$ cat src/rtl/cpu_dec_pkg.sv
// Shared definitions for the decoder_pipe slice.
//   DEC_MODE_ONEHOT / DEC_MODE_THERMO : values carried on the in_mode / mode inputs
//   COLL_CNT_W                        : width of the optional collision counter
package cpu_dec_pkg;

    localparam logic DEC_MODE_ONEHOT = 1'b0;
    localparam logic DEC_MODE_THERMO = 1'b1;

    localparam int COLL_CNT_W = 16;

endpackage : cpu_dec_pkg

$ cat src/rtl/dec_lane.sv
// Single-channel combinational decoder: ADDR_W-bit index -> OUT_W-bit mask.
//   addr : unsigned index, full range 0..OUT_W-1 is legal
//   en   : 0 forces the mask to all-zero
//   mode : DEC_MODE_ONEHOT sets bit addr only,
//          DEC_MODE_THERMO sets bits [addr:0]
//   mask : decoded result
module dec_lane
    import cpu_dec_pkg::*;
#(
    parameter  int ADDR_W = 6,
    localparam int OUT_W  = 2**ADDR_W
) (
    input  logic [ADDR_W-1:0] addr,
    input  logic              en,
    input  logic              mode,
    output logic [OUT_W-1:0]  mask
);

    always_comb begin
        mask = '0;
        if (en) begin
            for (int i = 0; i < OUT_W; i++) begin
                if (mode == DEC_MODE_THERMO) begin
                    mask[i] = (i <= int'(addr));
                end else begin
                    mask[i] = (i == int'(addr));
                end
            end
        end
    end

endmodule : dec_lane

$ cat src/rtl/decoder_pipe.sv
// Pipelined multi-channel index decoder with a registered valid/ready output.
//
// Decodes NUM_CH independent ADDR_W-bit indices into OUT_W-bit masks (one-hot
// or thermometer), registers them together with their OR-merge source and a
// same-target collision flag.
//
// Ports:
//   clk, rst_n    : rising-edge clock, synchronous active-low reset
//   in_valid      : input transaction valid
//   in_ready      : block can accept this cycle (combinational)
//   in_addr       : channel c index at [c*ADDR_W +: ADDR_W]
//   in_en         : per-channel enable, disabled channel decodes to zero
//   in_mode       : 0 = one-hot, 1 = thermometer
//   out_valid     : output register holds a transaction
//   out_ready     : consumer accepts this cycle
//   out_mask      : channel c mask at [c*OUT_W +: OUT_W]
//   out_or        : bitwise OR of all channel masks
//   out_collide   : one-hot mode, >=2 enabled channels share an index
//   coll_cnt      : saturating collision count (DEC_COLL_CNT_EN only)
//   coll_clr      : zero the collision count (DEC_COLL_CNT_EN only)
//
// Build option: define DEC_COLL_CNT_EN to add the collision counter and its
// two ports. Without it all other behaviour is unchanged.
//
// Handshake: a transaction moves on a clock edge where valid && ready are both
// high. in_ready = !out_valid || out_ready, so there is no skid buffer; while
// out_valid && !out_ready every output holds and no input is taken.
module decoder_pipe
    import cpu_dec_pkg::*;
#(
    parameter  int ADDR_W = 6,
    parameter  int NUM_CH = 2,
    localparam int OUT_W  = 2**ADDR_W
) (
    input  logic                      clk,
    input  logic                      rst_n,
`ifdef DEC_COLL_CNT_EN
    output logic [COLL_CNT_W-1:0]     coll_cnt,
    input  logic                      coll_clr,
`endif
    input  logic                      in_valid,
    output logic                      in_ready,
    input  logic [NUM_CH*ADDR_W-1:0]  in_addr,
    input  logic [NUM_CH-1:0]         in_en,
    input  logic                      in_mode,
    output logic                      out_valid,
    input  logic                      out_ready,
    output logic [NUM_CH*OUT_W-1:0]   out_mask,
    output logic [OUT_W-1:0]          out_or,
    output logic                      out_collide
);

    logic [NUM_CH*OUT_W-1:0] lane_mask;
    logic                    hit;
    logic                    accept;

    logic                    valid_q,   valid_d;
    logic [NUM_CH*OUT_W-1:0] mask_q,    mask_d;
    logic                    collide_q, collide_d;

    for (genvar c = 0; c < NUM_CH; c++) begin : g_lane
        dec_lane #(
            .ADDR_W (ADDR_W)
        ) u_lane (
            .addr (in_addr[c*ADDR_W +: ADDR_W]),
            .en   (in_en[c]),
            .mode (in_mode),
            .mask (lane_mask[c*OUT_W +: OUT_W])
        );
    end

    assign in_ready = !valid_q || out_ready;
    assign accept   = in_valid && in_ready;

    // Pairwise index compare over enabled channels; with NUM_CH=1 the loops are
    // empty and hit stays 0.
    always_comb begin
        hit = 1'b0;
        if (in_mode == DEC_MODE_ONEHOT) begin
            for (int a = 0; a < NUM_CH; a++) begin
                for (int b = a + 1; b < NUM_CH; b++) begin
                    if (in_en[a] && in_en[b] &&
                        (in_addr[a*ADDR_W +: ADDR_W] == in_addr[b*ADDR_W +: ADDR_W])) begin
                        hit = 1'b1;
                    end
                end
            end
        end
    end

    always_comb begin
        valid_d   = valid_q;
        mask_d    = mask_q;
        collide_d = collide_q;
        if (accept) begin
            valid_d   = 1'b1;
            mask_d    = lane_mask;
            collide_d = hit;
        end else if (out_ready) begin
            // Drain: data keeps its last value, only valid drops.
            valid_d = 1'b0;
        end
    end

    always_ff @(posedge clk) begin
        if (!rst_n) begin
            valid_q   <= 1'b0;
            mask_q    <= '0;
            collide_q <= 1'b0;
        end else begin
            valid_q   <= valid_d;
            mask_q    <= mask_d;
            collide_q <= collide_d;
        end
    end

    // OR-merge is taken from the registered masks so it always matches out_mask.
    always_comb begin
        out_or = '0;
        for (int c = 0; c < NUM_CH; c++) begin
            out_or = out_or | mask_q[c*OUT_W +: OUT_W];
        end
    end

    assign out_valid   = valid_q;
    assign out_mask    = mask_q;
    assign out_collide = collide_q;

`ifdef DEC_COLL_CNT_EN
    logic [COLL_CNT_W-1:0] cnt_q, cnt_d;

    // Counts on the edge the colliding result is loaded; clear wins over count.
    always_comb begin
        cnt_d = cnt_q;
        if (coll_clr) begin
            cnt_d = '0;
        end else if (accept && hit && (cnt_q != '1)) begin
            cnt_d = cnt_q + COLL_CNT_W'(1);
        end
    end

    always_ff @(posedge clk) begin
        if (!rst_n) begin
            cnt_q <= '0;
        end else begin
            cnt_q <= cnt_d;
        end
    end

    assign coll_cnt = cnt_q;
`endif

endmodule : decoder_pipe

$ cat config.mk
export PLATFORM = sky130hd
export DESIGN_NAME = decoder_pipe
export DESIGN_NICKNAME = d
export VERILOG_FILES = /design/src/rtl/cpu_dec_pkg.sv /design/src/rtl/dec_lane.sv /design/src/rtl/decoder_pipe.sv
export SDC_FILE = /design/constraint.sdc
export NUM_CORES = 1
export LEC_CHECK = 0
export ABC_AREA = 0
export BUFFER_PORTS_ARGS = -buffer_cell sky130_fd_sc_hd__buf_2
export CAP_MARGIN = 0
export CORE_MARGIN = 1
export CORE_UTILIZATION = 29
export DETAILED_ROUTE_END_ITERATION = 8
export PLACE_DENSITY = 0.51
export SLEW_MARGIN = 10
export SYNTH_ARGS = -nofsm -noshare
export SYNTH_HDL_FRONTEND = slang
export SYNTH_SLANG_ARGS = --single-unit
$ cat constraint.sdc
create_clock -name clk -period 2 [get_ports clk]
set_input_delay 0.6 -clock clk [delete_from_list [all_inputs] [get_ports clk]]
set_output_delay 0.6 -clock clk [all_outputs]
set_load 0.02 [all_outputs]
==> results.py <==
metrics = {
    "final_layout": {
        "final_cells": 1496,
        "mostFrequentLayoutCell": "buf_2",
        "antenna_cells": 0,
        "layout.nets": 1189,
        "drive_above_1_share_pct": 42.4,
        "final_cell_mix": "213 x buf_2, 154 x buf_4, 130 x dfxtp_1, 73 x nand2_1, 72 x or2_2",
        "syn_to_final_growth_pct": 45.3,
        "utilization_pct": 43.6,
        "finalInstanceArea_um2": 9990,
    },
    "placed_design": {
        "gp_congestion": 0.890,
        "postPlaceCellArea_um2": 9360,
        "hpwl_um": 24700,
        "io_buffers": 213,
        "pre_cts_slack_ps": -360,
        "dp_cells": 1460,
    },
    "yosys": {
        "ys_ff_latch": 130,
        "synth_nets": 879,
        "syn_inst": 860,
        "syn_avg_cell_area_um2": 8.00,
        "yosysTopAreaCell": "dfxtp_1",
        "yosysSeqAreaShare_pct": 37.8,
        "async_flop_share_pct": 0,
        "synthesis.area_um2": 6880,
        "yosysWarningCount": 0,
        "ys_top_cells_by_area": "dfxtp_1 38%, or2_2 6.6%, nand2_1 4.0%",
        "synth_top_area_share_pct": 37.8,
        "synth.distinct_cells": 61,
        "synth-main-ff-cell": "dfxtp_1",
        "synth_edf_count": 0,
    },
    "clocking": {
        "cts_tree": "done",
        "numCtsBuffers": 17,
        "clkTransAtPathRegs_ps": 70,
        "cts_root_buffer": "clkbuf_16",
        "cts.sinks": 130,
        "cts_buffer_depth": 2,
        "clkLatencyLatePin_ps": 440,
        "htree_levels": 4,
    },
    "min_path": {
        "worstHoldPathCells": 2,
        "holdCritStartpoint": "out_mask[96]$_SDFFE_PN0P_",
        "min_path_type": "reg -> reg",
        "hold_end": "out_mask[96]$_SDFFE_PN0P_",
    },
    "critical_path": {
        "rrSetupSlack_ps": 80,
        "cp_max_fo": 7,
        "worstReg2RegStart": "out_valid$_SDFFE_PN0P_",
        "path_class": "reg -> out",
        "cp.arrival_ps": 1330,
        "r2r-end": "out_mask[89]$_SDFFE_PN0P_",
        "start_kind": "register",
        "end_kind": "output pin",
        "required_ps": 1400,
        "r2r_cells": 4,
    },
    "die": {
        "die_h_um": 156,
        "fp-row-count": 55,
        "ios": 214,
        "fp.dieW_um": 156,
        "core_area_um2": 22900,
        "die_area_um2": 24300,
        "initial_core_util_pct": 30.0,
    },
    "timing": {
        "rsz0062_at_grt": "no",
        "slew_violations": 0,
        "max_slew_margin_pct": 20.7,
        "worst_slew_pin_slew_ps": 1190,
        "timing.fmax_mhz": 518,
        "finalWorstSetupSlack_ps": 69.0,
        "period_needed_ps": 1930,
        "hold_viol": 0,
        "timing.hold.ws_ps": 464,
        "fin_skew_ps": 12.8,
        "setup_viol": 0,
        "fin_crit_sh_pct": 96.5,
    },
    "grt": {
        "grt_usage_pct": 26.3,
        "grt_pass1_vias": 7280,
        "grt_pass1_wl_um": 47000,
        "grt-ovfl-total": 0,
        "grt_max_degree": 61,
        "antenna_found_initial": 2,
    },
    "run_status": {
        "status": "complete, no violations",
    },
    "drt": {
        "drtIter0Drc": 774,
        "routedWlPerCell_um": 21.8,
        "num_vias": 8093,
        "viasPerCell": 5.41,
        "ant_nets": 0,
        "drtPass1Iterations": 5,
        "drc": 0,
        "drt_wl_total_um": 32600,
    },
    "power": {
        "irDropWorstVdd_mv": 0.509,
        "power_density_nw_per_um2": 742,
        "leakage_uw": 0.00473,
    },
    "flow_run": {
        "drv_cap": 0,
    },
}
[worst max-delay path, cell delays in order (launching register included)]
cell and delay, ps:
dfxtp_1 320, nor2b_4 130, buf_6 110, inv_2 130
buf_2 200
[kinds of logic after synthesis]
family	after synthesis	share of synthesized area (%)
buffers and inverters	102	6.28
multiplexers	7	1.02
flip-flops	130	37.8
XOR/XNOR	6	0.764
AO/OA/AOI/OAI	291	30.1
AND/OR/NAND/NOR	324	24.0
[worst max path at each step]
stage                                 startpoint                        end  slack, ps  cells after the start
final                     out_valid$_SDFFE_PN0P_                   in_ready         70                      4
after global routing      out_valid$_SDFFE_PN0P_  out_mask[96]$_SDFFE_PN0P_         30                      8
after CTS                 out_valid$_SDFFE_PN0P_                   in_ready         20                      4
after detailed placement               out_ready  out_mask[86]$_SDFFE_PN0P_       -360                      5
after global placement                 out_ready  out_mask[74]$_SDFFE_PN0P_       -310                      5
after floorplan                       in_addr[8]  out_mask[97]$_SDFFE_PN0P_        190                      4
[final cells by class]
type	instances	area, um2
Sequential cell	130	2600
Clock buffer	17	425
Multi-Input combinational cell	629	3870
Clock inverter	15	170
Inverter	11	41.3
Timing Repair Buffer	381	2490
Fill cell	2355	12900
Tap cell	313	392
[cell usage after synthesis, drive strengths merged (3+ instances only)]
cell / count
a21o: 11
a22o: 13
o2111ai: 5
mux2i: 7
or2: 73
dfxtp: 130
or4: 3
nor4: 9
nor2b: 7
buf: 44
a31oi: 6
o2bb2ai: 26
a2bb2oi: 4
xor2: 6
or3: 10
nand2b: 12
nor3: 26
a32o: 10
clkbuf: 47
a211oi: 3
nand3: 14
and2: 10
a21oi: 51
nor2: 73
o31ai: 14
o211ai: 13
a32oi: 25
a211o: 3
o22ai: 3
and3: 3
o21ai: 53
o31a: 7
inv: 10
nand4: 5
nand2: 75
o221ai: 4
o41ai: 3
a22oi: 20
o21a: 3
[repair_timing]
| action | in CTS | in global routing |
|---|---|---|
| gates resized for setup | 3 | 0 |
| pin swaps | 0 | 1 |
| hold buffers | 0 | 0 |
| gates cloned | 0 | 1 |
| endpoints found under the setup margin | 1 | 5 |
| setup buffers | 0 | 3 |
[state kept, by name, indices dropped and copies added, names as in the netlist]
signal / count
out_mask: 128
out_collide: 1
out_valid: 1
[metrics by stage]
step	power (uW)	setup TNS, ps
floorplan	3520	0
global placement	4190	-12680
detailed placement	4190	-14950
CTS	7430	0
global route	7660	0
finish	7420	0
[power breakdown]
part	switching, uW	internal [uW]
Sequential	68.7	2660
Combinational	885	552
Clock	1380	1870
[layer usage]
layer / global-route usage (%) / vias up / wire length [um]
met5: 0 / - / 0
met4: 8.87 / 0 / 793
met3: 4.19 / 47 / 2270
met2: 40.4 / 366 / 14400
met1: 37.1 / 3892 / 15100
li1: - / 3788 / -
Note: power is estimated with default switching activity, not from simulation.
